<file path="config.mk">
export PLATFORM = sky130hd
export DESIGN_NAME = qeciphy_tx_crc_framer
export DESIGN_NICKNAME = d
export VERILOG_FILES = /design/src/rtl/qeciphy_pkg.sv /design/src/rtl/qeciphy_crc16_ibm3740.sv /design/src/rtl/qeciphy_tx_crc_framer.sv
export SDC_FILE = /design/constraint.sdc
export NUM_CORES = 1
export LEC_CHECK = 0
export ABC_AREA = 1
export ABC_CLOCK_PERIOD_IN_PS = 7150
export CAP_MARGIN = 20
export CORE_MARGIN = 3
export CORE_UTILIZATION = 38
export CTS_CLUSTER_SIZE = 8
export DETAILED_ROUTE_END_ITERATION = 12
export REMOVE_ABC_BUFFERS = 1
export SLEW_MARGIN = 15
export SYNTH_ARGS = -nofsm -noshare
export SYNTH_HDL_FRONTEND = slang
export SYNTH_SLANG_ARGS = --single-unit
export TNS_END_PERCENT = 20
</file>
<file path="constraint.sdc">
create_clock -name clk_i -period 7.15 [get_ports clk_i]
set_clock_uncertainty 0.2 [all_clocks]
set_input_delay 1.0725 -clock clk_i [delete_from_list [all_inputs] [get_ports clk_i]]
set_output_delay 1.0725 -clock clk_i [all_outputs]
set_load 0.05 [all_outputs]
</file>
<file path="src/rtl/qeciphy_pkg.sv">
// qeciphy_pkg: shared types, constants and the CRC16-IBM3740 64-bit step used by the TX framer
package qeciphy_pkg;
  localparam logic [47:0] CRC_WORD_MARKER = 48'hC3C3_5A5A_A5A5;
  localparam int CRC_LATENCY = 2;
  typedef enum logic {ACCEPT, BUBBLE} framer_state_t;
  typedef struct packed {
    logic [63:0] data;
    logic        vld;
    logic        last;
  } stage_t;
  function automatic logic [15:0] crc16_step64(input logic [15:0] crc, input logic [63:0] data);
    logic [15:0] c;
    c = crc;
    for (int i = 63; i >= 0; i--) c = {c[14:0], 1'b0} ^ ((c[15] ^ data[i]) ? 16'h1021 : 16'h0000);
    return c;
  endfunction
endpackage

</file>
<file path="src/rtl/qeciphy_crc16_ibm3740.sv">
// qeciphy_crc16_ibm3740: running CRC16 (poly 0x1021, init 0xFFFF) over 64-bit words, fixed 2-cycle latency
//   clk_i, rst_n_i       clock, async active-low reset (re-seeds to 0xFFFF)
//   tdata_i, tvalid_i    word to fold into the running CRC
//   crc_o, crc_valid_o   running CRC covering a word, two cycles after that word
module qeciphy_crc16_ibm3740
  import qeciphy_pkg::*;
(
  input  logic        clk_i,
  input  logic        rst_n_i,
  input  logic [63:0] tdata_i,
  input  logic        tvalid_i,
  output logic [15:0] crc_o,
  output logic        crc_valid_o
);
  logic [15:0] run_q, run_d, crc_q, crc_d;
  logic [CRC_LATENCY-1:0] vld_q, vld_d;
  always_comb begin
    run_d = tvalid_i ? crc16_step64(run_q, tdata_i) : run_q;
    crc_d = run_q;
    vld_d = {vld_q[CRC_LATENCY-2:0], tvalid_i};
  end
  always_ff @(posedge clk_i or negedge rst_n_i) begin
    if (!rst_n_i) begin
      run_q <= 16'hFFFF;
      crc_q <= 16'hFFFF;
      vld_q <= '0;
    end else begin
      run_q <= run_d;
      crc_q <= crc_d;
      vld_q <= vld_d;
    end
  end
  assign crc_o = crc_q;
  assign crc_valid_o = vld_q[CRC_LATENCY-1];
endmodule

</file>
<file path="src/rtl/qeciphy_tx_crc_framer.sv">
// qeciphy_tx_crc_framer: appends a {marker, running CRC16} word after every FRAME_WORDS data words
//   clk_i, rst_n_i                   clock, async active-low reset
//   s_tdata_i, s_tvalid_i, s_tready_o  user stream in (ready drops for one bubble after each frame)
//   m_tdata_o, m_tvalid_o, m_tlast_o   framed stream out, data delayed 2 cycles, tlast on the CRC word
//   crc_err_o                        sticky: engine valid disagrees with the expected 2-cycle timing
//   frame_cnt_o                      CRC words emitted
module qeciphy_tx_crc_framer
  import qeciphy_pkg::*;
#(
  parameter int          FRAME_WORDS = 8,
  parameter logic [47:0] CRC_MARKER  = CRC_WORD_MARKER
) (
  input  logic        clk_i,
  input  logic        rst_n_i,
  input  logic [63:0] s_tdata_i,
  input  logic        s_tvalid_i,
  output logic        s_tready_o,
  output logic [63:0] m_tdata_o,
  output logic        m_tvalid_o,
  output logic        m_tlast_o,
  output logic        crc_err_o,
  output logic [31:0] frame_cnt_o
);
  localparam int CW = $clog2(FRAME_WORDS);
  framer_state_t state_q, state_d;
  logic [CW-1:0] cnt_q, cnt_d;
  logic rdy_q, rdy_d, tlast_q, tlast_d, err_q, err_d;
  logic [31:0] frames_q, frames_d;
  stage_t d1_q, d1_d, out_q, out_d;
  logic transfer, last_word, crc_ins, crc_valid;
  logic [15:0] crc;
  qeciphy_crc16_ibm3740 u_crc (
    .clk_i      (clk_i),
    .rst_n_i    (rst_n_i),
    .tdata_i    (s_tdata_i),
    .tvalid_i   (transfer),
    .crc_o      (crc),
    .crc_valid_o(crc_valid)
  );
  // The CRC word rides in the empty slot left by the bubble, so it directly follows the last data word.
  always_comb begin
    transfer = s_tvalid_i & rdy_q;
    last_word = cnt_q == CW'(FRAME_WORDS - 1);
    cnt_d = transfer ? (last_word ? '0 : cnt_q + 1'b1) : cnt_q;
    state_d = (state_q == ACCEPT) ? ((transfer && last_word) ? BUBBLE : ACCEPT) : ACCEPT;
    rdy_d = state_d == ACCEPT;
    d1_d = '{data: s_tdata_i, vld: transfer, last: transfer & last_word};
    crc_ins = out_q.vld & out_q.last;
    out_d = d1_q.vld ? d1_q : (crc_ins ? stage_t'({CRC_MARKER, crc, 2'b10}) : '0);
    tlast_d = ~d1_q.vld & crc_ins;
    frames_d = frames_q + 32'(crc_ins);
    err_d = err_q | (crc_valid != (out_q.vld & ~tlast_q));
  end
  always_ff @(posedge clk_i or negedge rst_n_i) begin
    if (!rst_n_i) begin
      state_q <= ACCEPT;
      cnt_q <= '0;
      rdy_q <= 1'b0;
      d1_q <= '0;
      out_q <= '0;
      tlast_q <= 1'b0;
      frames_q <= '0;
      err_q <= 1'b0;
    end else begin
      state_q <= state_d;
      cnt_q <= cnt_d;
      rdy_q <= rdy_d;
      d1_q <= d1_d;
      out_q <= out_d;
      tlast_q <= tlast_d;
      frames_q <= frames_d;
      err_q <= err_d;
    end
  end
  assign s_tready_o = rdy_q;
  assign m_tdata_o = out_q.data;
  assign m_tvalid_o = out_q.vld;
  assign m_tlast_o = tlast_q;
  assign crc_err_o = err_q;
  assign frame_cnt_o = frames_q;
endmodule

</file>
# ---- Word-level counts from Yosys, hierarchy flattened
# Cells that the tools add are included.
dict set report op_classes {
  bitwise 137
  eq_ne 2
  n_mux 69
  n_addsub 2
  reduce_logical 1
}
# operator count
set ops {}
lappend ops {{16-bit bitwise XOR} 64}
lappend ops {{13-bit two-way mux} 64}
lappend ops {{66-bit two-way mux} 2}
lappend ops {{1-bit bitwise XOR} 64}
lappend ops {{32-bit by 1-bit adder with 32-bit output} 1}
lappend ops {{1-bit bitwise AND} 5}
lappend ops {{3-bit by 1-bit adder with 3-bit output, second input constant} 1}
lappend ops {{3-bit == test, second input constant} 1}
lappend ops {{3-bit two-way mux} 1}
lappend ops {{1-bit NOT} 3}
lappend ops {{1-bit two-way mux} 2}
lappend ops {{1-bit logical AND} 1}
lappend ops {{1-bit != test} 1}
lappend ops {{1-bit bitwise OR} 1}
dict set report totals {
  out_inout_bits 100
  ff_bits 205
  inputBits 67
  wordCells 226
}

# ---- Longest topological paths before layout
# Gate-level depths: netlist (run 1).
dict set report depth {
  word_depth 192
  ltp_mapped 39
  ltp_nobuf 39
}

# ---- By module
# A second synthesis (run 1) with hierarchy kept.
dict set report unflattened {
  hier_cells 1397
  area_unflattened_um2 11554.8
}
# module instances area_each_um2 seq_area_each_um2 cells_per_inst
set modules_own_cells {}
lappend modules_own_cells {qeciphy_tx_crc_framer 1 6372.4 4279.1 576}
lappend modules_own_cells {qeciphy_crc16_ibm3740 1 5182.5 890.9 821}

# ---- Least setup slack after synthesis (run 1)
# OpenSTA, ideal clock, no wires.
dict set report synth_timing {
  kind {input -> register}
  startpoint {input s_tdata_i[54]}
  endpoint {register u_crc.run_q[14], in the netlist u_crc.crc_d[14]}
  cell_stages 32
  t_required_ps 6874
  setup_ps 76
  n_path_buf 0
  t_arrival_ps 3766
  setup_slack_ps 3108
  path_cell_list {xnor2_1 inv_1 nand3_2 nand2_2 nand2_2 nand3_2 nand2_4 inv_4 nand2_2 nand2_2 nand2_1 nand3_2 nand2_4 nand2_2 nand3_2 nand2_2 nand2_4 nand2_2 nand2_2 nand2_2 nand2_2 nand2_2 inv_2 nand2_2 nand2_2 nand2_4 nand2_2 nand2_2 nand2_2 nand2_1 nand3_1 nand2_1}
}
dict set report synth_via {
  elab_chain_cells 83
  word_cells_on_any_way 107
  classes_between {mux (26); bitwise (81)}
}
# item line_no
set synth_lines {}
lappend synth_lines {{start: declaration} qeciphy_tx_crc_framer.sv:15} ;# input logic [63:0] s_tdata_i,
lappend synth_lines {{1-bit bitwise XOR (*)} qeciphy_pkg.sv:14} ;# for (int i = 63; i >= 0; i--) c = {c[14:0], 1'b0} ^ ((c[15] ^ data[i]) ? 16'h1021 : 16'h0000);
lappend synth_lines {{13-bit two-way mux (*)} qeciphy_pkg.sv:14}
lappend synth_lines {{16-bit bitwise XOR (*) (4 in series)} qeciphy_pkg.sv:14}
lappend synth_lines {{1-bit bitwise XOR} qeciphy_pkg.sv:14}
lappend synth_lines {{13-bit two-way mux} qeciphy_pkg.sv:14}
lappend synth_lines {{16-bit bitwise XOR (*) (4 in series)} qeciphy_pkg.sv:14}
lappend synth_lines {{1-bit bitwise XOR} qeciphy_pkg.sv:14}
lappend synth_lines {{13-bit two-way mux} qeciphy_pkg.sv:14}
lappend synth_lines {{[... 53 more ...]} -}
lappend synth_lines {{13-bit two-way mux} qeciphy_pkg.sv:14}
lappend synth_lines {{16-bit bitwise XOR (*) (4 in series)} qeciphy_pkg.sv:14}
lappend synth_lines {{1-bit bitwise XOR} qeciphy_pkg.sv:14}
lappend synth_lines {{13-bit two-way mux} qeciphy_pkg.sv:14}
lappend synth_lines {{16-bit bitwise XOR (*) (4 in series)} qeciphy_pkg.sv:14}
lappend synth_lines {{1-bit bitwise XOR} qeciphy_pkg.sv:14}
lappend synth_lines {{13-bit two-way mux} qeciphy_pkg.sv:14}
lappend synth_lines {{16-bit bitwise XOR (*) (3 in series)} qeciphy_pkg.sv:14}
lappend synth_lines {{end signal: assignment} qeciphy_crc16_ibm3740.sv:28} ;# run_q <= run_d;
lappend synth_lines {{end: declaration} qeciphy_crc16_ibm3740.sv:15} ;# logic [15:0] run_q, run_d, crc_q, crc_d;
# Every way passes the cells marked *; elsewhere a longest branch is shown, timed or not.
# A chain may end at the register's enable or synchronous reset.

# ---- Final worst setup path (run 1)
dict set report layout_timing {
  startpoint {input s_tdata_i[53]}
  endpoint {register u_crc.run_q[6], in the netlist u_crc.crc_d[6]}
}
dict set report layout_via {
  elab_chain_cells 82
  word_cells_on_any_way 114
  classes_between {mux (30); bitwise (84)}
}
# item line_no
set layout_lines {}
lappend layout_lines {{1-bit bitwise XOR (*)} qeciphy_pkg.sv:14}
lappend layout_lines {{13-bit two-way mux (*)} qeciphy_pkg.sv:14}
lappend layout_lines {{16-bit bitwise XOR (*) (4 in series)} qeciphy_pkg.sv:14}
lappend layout_lines {{1-bit bitwise XOR} qeciphy_pkg.sv:14}
lappend layout_lines {{13-bit two-way mux} qeciphy_pkg.sv:14}
lappend layout_lines {{16-bit bitwise XOR (*) (4 in series)} qeciphy_pkg.sv:14}
lappend layout_lines {{1-bit bitwise XOR} qeciphy_pkg.sv:14}
lappend layout_lines {{13-bit two-way mux} qeciphy_pkg.sv:14}
lappend layout_lines {{[... 53 more ...]} -}
lappend layout_lines {{13-bit two-way mux} qeciphy_pkg.sv:14}
lappend layout_lines {{16-bit bitwise XOR (*) (4 in series)} qeciphy_pkg.sv:14}
lappend layout_lines {{1-bit bitwise XOR} qeciphy_pkg.sv:14}
lappend layout_lines {{13-bit two-way mux} qeciphy_pkg.sv:14}
lappend layout_lines {{16-bit bitwise XOR (*) (4 in series)} qeciphy_pkg.sv:14}
lappend layout_lines {{1-bit bitwise XOR} qeciphy_pkg.sv:14}
lappend layout_lines {{13-bit two-way mux} qeciphy_pkg.sv:14}
lappend layout_lines {{16-bit bitwise XOR (*) (2 in series)} qeciphy_pkg.sv:14}
# Marked as above.

==> results.json, run 1 <==
{
  "status": "completed",
  "ys.flop_type": "dfrtp_1",
  "final-setup-viol-count": 0,
  "antenna_found_initial": 0,
  "grt_pass1_wl_mm": 44.47,
  "reg2reg_setup_slack_ps": 2860,
  "maxSlewHeadroom_pct": 35.57,
  "drc": 0,
  "cpPeakStageDelay_ps": 570,
  "cts_max_path_buffers": 3,
  "coreArea_sq_mm": 0.02886,
  "numCtsBuffers": 29,
  "max_freq_mhz": 208.3,
  "slew_viol_final": 0,
  "rsz0062_at_grt": "no",
  "die_x_microns": 177.6,
  "grt_remaining_overflow": 0,
  "first_iter_violations": 477,
  "cts_resized": 0,
  "setup.worst_path.class": "input port to flip-flop",
  "maxCapViolations": 0,
  "grt_max_degree": 110,
  "gp_congestion": 0.8824,
  "ys_types": 35,
  "startpoint_type": "input port",
  "syn_area_sq_mm": 0.01119,
  "port_buffers": 166,
  "grt_pass1_vias": 8434,
  "cts_tree": "done",
  "worst-path-max-fanout": 6,
  "reg2reg_to": "u_crc.crc_d[6]",
  "yosysSeqAreaShare_pct": 45.97,
  "cp_slowest_cell": "xnor2_1",
  "via_count": 8645,
  "fin_crit_ps": 4800,
  "ctsHoldBuffers": 0,
  "viasPerCell": 4.618,
  "post_cts_buffers": 0,
  "grt_usage_pct": 17.95,
  "boundaryPins": 167,
  "fin_crit_sh_pct": 67.14,
  "synthesis.instances": 1341,
  "layout.nets": 1536,
  "fillers": 2838,
  "cp-startpoint": "s_tdata_i[53]",
  "drive_gt1_share_pct": 17.00,
  "postRouteAntennaNets": 0,
  "synth_seq_cells": 204,
  "wl_per_cell_microns": 15.01,
  "postLayoutCellArea_sq_mm": 0.01367,
  "rr_worst_depth": 35,
  "r2r-start": "u_crc.crc_d[12]",
  "start_util_pct": 38.78,
  "synth-warning-count": 0,
  "worst_pin_slew_ps": 965.4,
  "cts_root_buffer": "clkbuf_16",
  "hp-class": "flip-flop to flip-flop",
  "clk_pin_slew_worst_paths_ps": 50,
  "dr.pass1.iters": 5,
  "place_area_sq_mm": 0.01283,
  "h-tree-depth": 1,
  "synth_edf_count": 0,
  "dieHeight_microns": 177.6,
  "syn2layout_area_growth_pct": 22.15,
  "dp_hpwl_mm": 21.69,
  "required_ps": 7410,
  "cp.arrival_ps": 5060,
  "cts.sinks": 204,
  "clk-insertion-delay-late_ps": 540,
  "ys_async_sr_fraction_pct": 100.0,
  "instances_no_fill": 1872,
  "wl_mm": 28.10,
  "n_antenna_cell": 0,
  "cp-endpoint": "u_crc.crc_d[6]",
  "fin_setup_tns_ps": 0,
  "avgSynthCellArea_sq_um": 8.346,
  "placed_cells": 1818,
  "worst_path_most_repeated_cell": "nand2_2",
  "dieArea_sq_mm": 0.03155,
  "hold_violations": 0,
  "rows": 62,
  "worst_setup_path_end_kind": "flip-flop"
}
[worst min path at each step]
stage	startpoint	endpoint	slack [ps]	cells past startpoint
after floorplan	u_crc.crc_d[8]	u_crc.crc_o[8]	160	0
after global placement	u_crc.crc_d[8]	u_crc.crc_o[8]	170	0
after detailed placement	u_crc.crc_d[9]	u_crc.crc_o[9]	170	0
after CTS	u_crc.crc_d[8]	u_crc.crc_o[8]	180	0
after global routing	u_crc.crc_d[6]	u_crc.crc_o[6]	180	0
final	u_crc.crc_d[9]	u_crc.crc_o[9]	180	0
[metal layers]
| metal | GRT usage, % | routed length (microns) | up-vias |
|---|---|---|---|
| met3 | 3.059 | 1642 | 42 |
| met2 | 30.78 | 13440 | 202 |
| met1 | 23.73 | 12470 | 4039 |
| li1 | - | - | 4362 |
| met4 | 4.188 | 548 | 0 |
| met5 | 0 | 0 | - |
[cells in the final DEF (no fill, tap or decap), drive strengths merged, types with 2 or more instances in the layout]
cell / synthesis / layout
o21ai: 10 / 10
nor4: 5 / 5
nor3: 8 / 8
clkbuf: 10 / 54
dfstp: 32 / 32
inv: 173 / 174
nand4: 6 / 6
nand2: 559 / 559
a31oi: 2 / 2
a22o: 16 / 16
nor2: 13 / 13
xor2: 36 / 36
buf: 67 / 4
clkdlybuf4s50: 0 / 165
nand3: 181 / 181
xnor2: 24 / 24
ha: 4 / 4
dfrtp: 172 / 172
nand3b: 18 / 18
[layout make-up]
| class | count | area [sq um] | area share [%] |
|---|---|---|---|
| multi-input cells | 886 | 4857 | 35.53 |
| clock inverters | 1 | 20.02 | 0.1464 |
| well taps | 384 | 480.5 | 3.515 |
| clock buffers | 53 | 815.8 | 5.967 |
| flip-flops and latches | 204 | 5146 | 37.64 |
| inverters | 174 | 655.6 | 4.796 |
| repair buffers | 170 | 1695 | 12.40 |
[cell usage after synthesis (all sizes together), types with 2 or more instances]
cell type    n  area share (%)
xor2        36             2.8
clkbuf      10            0.34
buf         67             4.4
nor4         5            0.28
nand4        6            0.34
o21ai       10            0.45
nand3b      18             1.5
dfrtp      172              38
a31oi        2            0.11
nor2        13            0.44
inv        173             5.8
nand3      181              10
nor3         8            0.36
dfstp       32             7.5
a22o        16             1.3
xnor2       24             1.9
ha           4            0.45
nand2      559              23
[worst max-delay path, delay by kind of cell]
| family | cells | cell delay, ps |
|---|---|---|
| buffers and inverters | 4 | 680 |
| and+or+nand+nor | 28 | 2730 |
| xor gates and xnor gates | 1 | 570 |
[registers in the layout (all words and copies together) (netlist names)]
| signal | count |
|---|---|
| cnt_q | 3 |
| crc_err_o | 1 |
| d1_q | 65 |
| frame_cnt_o | 32 |
| m_tdata_o | 64 |
| m_tlast_o | 1 |
| m_tvalid_o | 1 |
| out_q | 1 |
| s_tready_o | 1 |
| state_q | 1 |
| u_crc.crc_d | 16 |
| u_crc.crc_o | 16 |
| u_crc.vld_q | 2 |
[through the flow]
stage               utilization [%]  hold slack [ps]  setup WS (ps)
floorplan                         -            160.6           3088
global placement              44.48            172.4           1893
detailed placement            44.48            167.7           1860
CTS                           47.37            179.5           2396
global route                  47.37            182.8           1947
finish                        47.37            181.3           2350
[cell families (layout without fill, tap and decap cells)]
group,Yosys count,after routing,synth area share (%)
buffers and inverters,251,398,10.63
AOI/OAI and AO/OA,30,30,1.923
and+or+nand+nor,792,792,36.27
DFF,204,204,45.97
xor gates and xnor gates,60,60,4.762
adders and majority gates,4,4,0.4472
Power of run 1 is left out: the tool's default activity adds up to more than one toggle a clock period on the data nets, which glitch-free logic cannot reach.
==> inputs of run 2 (changes only) <==
Settings changed: ABC_CLOCK_PERIOD_IN_PS 7150 to 5000.
Clock period 7.15 ns to 5 ns, I/O delays scaled along.
==> run 2 against run 1 <==
- via count hardly changed
- register-to-register slack worse by 2100 ps
- largest cell class unchanged
- first-iteration DRC count fell by 0.21%
- sequential share of layout area shrank 0.079 points
- cell area grew 0.21%
- count of clock-buffer cells in the layout down 1
- die area is the same
- non-clock buffer count increased by 2
- global-route usage about the same
==> results.json, run 2 (synthesis results as in run 1) <==
{
  "cts.sinks": 204,
  "hp-class": "input port to async pin",
  "worst_path_most_repeated_cell": "nand2_2",
  "wl_mm": 28.19,
  "rows": 62,
  "slew_viol_final": 0,
  "cpPeakStageDelay_ps": 500,
  "coreArea_sq_mm": 0.02886,
  "drc": 0,
  "viasPerCell": 4.612,
  "ctsHoldBuffers": 0,
  "first_iter_violations": 476,
  "layout_common_cells": "nand2_1 (442), dfrtp_1 (171), clkdlybuf4s50_1 (165)",
  "numCtsBuffers": 29,
  "grt_usage_pct": 17.95,
  "postRouteAntennaNets": 0,
  "post_cts_buffers": 0,
  "worst_pin_slew_ps": 924.5,
  "grt_remaining_overflow": 0,
  "startpoint_type": "input port",
  "cp.arrival_ps": 4690,
  "grt_pass1_vias": 8348,
  "grt_max_degree": 93,
  "final-setup-viol-count": 0,
  "largest-register": "d1_q",
  "dieArea_sq_mm": 0.03155,
  "met3WireLength_mm": 1.506,
  "setup.worst_path.class": "input port to flip-flop",
  "clk-insertion-delay-late_ps": 540,
  "maxCapViolations": 0,
  "worst_setup_path_end_kind": "flip-flop",
  "top_layer": "met4",
  "wl_met1_mm": 12.89,
  "fillers": 2796,
  "dp_hpwl_mm": 22.06,
  "drive_gt1_share_pct": 17.18,
  "max_freq_mhz": 226.0,
  "hold_violations": 0,
  "layout.nets": 1538,
  "cp_slowest_cell": "clkdlybuf4s50_1",
  "die_x_microns": 177.6,
  "cts_root_buffer": "clkbuf_16",
  "required_ps": 5260,
  "path_delay_family": "simple AND/OR/NAND/NOR gates",
  "dieHeight_microns": 177.6,
  "dr_wl_met2_mm": 13.36,
  "cts_resized": 0,
  "hold-worst-slack_ps": 56.50,
  "worst-path-max-fanout": 6,
  "fin_setup_tns_ps": 0,
  "gp_congestion": 0.9148,
  "h-tree-depth": 1,
  "fin_crit_sh_pct": 88.51,
  "fin_crit_ps": 4425,
  "grt_pass1_wl_mm": 44.50,
  "postLayoutCellArea_sq_mm": 0.01370,
  "cts_max_path_buffers": 3,
  "boundaryPins": 167,
  "status": "completed",
  "dr.pass1.iters": 4,
  "syn2layout_area_growth_pct": 22.40,
  "critPathBufInv": 3,
  "rsz0062_at_grt": "no",
  "place_area_sq_mm": 0.01286,
  "antenna_found_initial": 0,
  "clk_pin_slew_worst_paths_ps": 50,
  "n_antenna_cell": 0,
  "cts_tree": "done",
  "port_buffers": 166,
  "wl_per_cell_microns": 15.04,
  "largest_reg_flops": 65,
  "final_common_cell": "nand2_1",
  "start_util_pct": 38.78,
  "via_count": 8642,
  "maxSlewHeadroom_pct": 38.30
}
==> run 2: cell count changes in the layout (fill, tap and decap cells not counted), sizes merged <==
cell	previous run	this run
buf	4	6
clkbuf	54	53
clkinv	1	2
==> run 2: layer usage <==
metal	global-route usage [%]	up-vias
li1	-	4369
met1	24.51	4047
met2	30.50	197
met3	2.717	29
met4	3.436	0
met5	0	-
==> run 2: worst paths after layout <==
path | cells after the start | to | slack, ps | startpoint
worst max register to register | 35 | u_crc.crc_d[6] | 730 | u_crc.crc_d[9]
worst max-delay path | 36 | u_crc.crc_d[6] | 570 | s_tdata_i[57]
min in group clk_i | 0 | u_crc.crc_o[8] | 170 | u_crc.crc_d[8]
worst min-delay path | 1 | frame_cnt_o[8] | 60 | rst_n_i
worst min register to register | 0 | u_crc.crc_o[8] | 170 | u_crc.crc_d[8]
max in group asynchronous | 2 | u_crc.crc_o[2] | 3550 | rst_n_i
==> run 2: final cells by class <==
cell class / count / area, sq um / area share (%)
inverters: 174 / 655.6 / 4.786
flip-flops and latches: 204 / 5146 / 37.57
clock buffers: 52 / 812.0 / 5.927
clock inverters: 2 / 25.02 / 0.1827
well taps: 384 / 480.5 / 3.507
multi-input cells: 886 / 4857 / 35.46
repair buffers: 172 / 1723 / 12.58
==> run 2: metrics by stage <==
stage / std cells / utilization (%) / worst slack (ps)
final: 1874 / 47.47 / 574.5
after global routing: 1874 / 47.47 / 186.8
after CTS: 1874 / 47.47 / 600.0
after detailed placement: 1820 / 44.57 / 37.50
after global placement: 1820 / 44.57 / 87.53
after floorplan: 1264 / - / 1260
Power of run 2 is left out for the same reason.
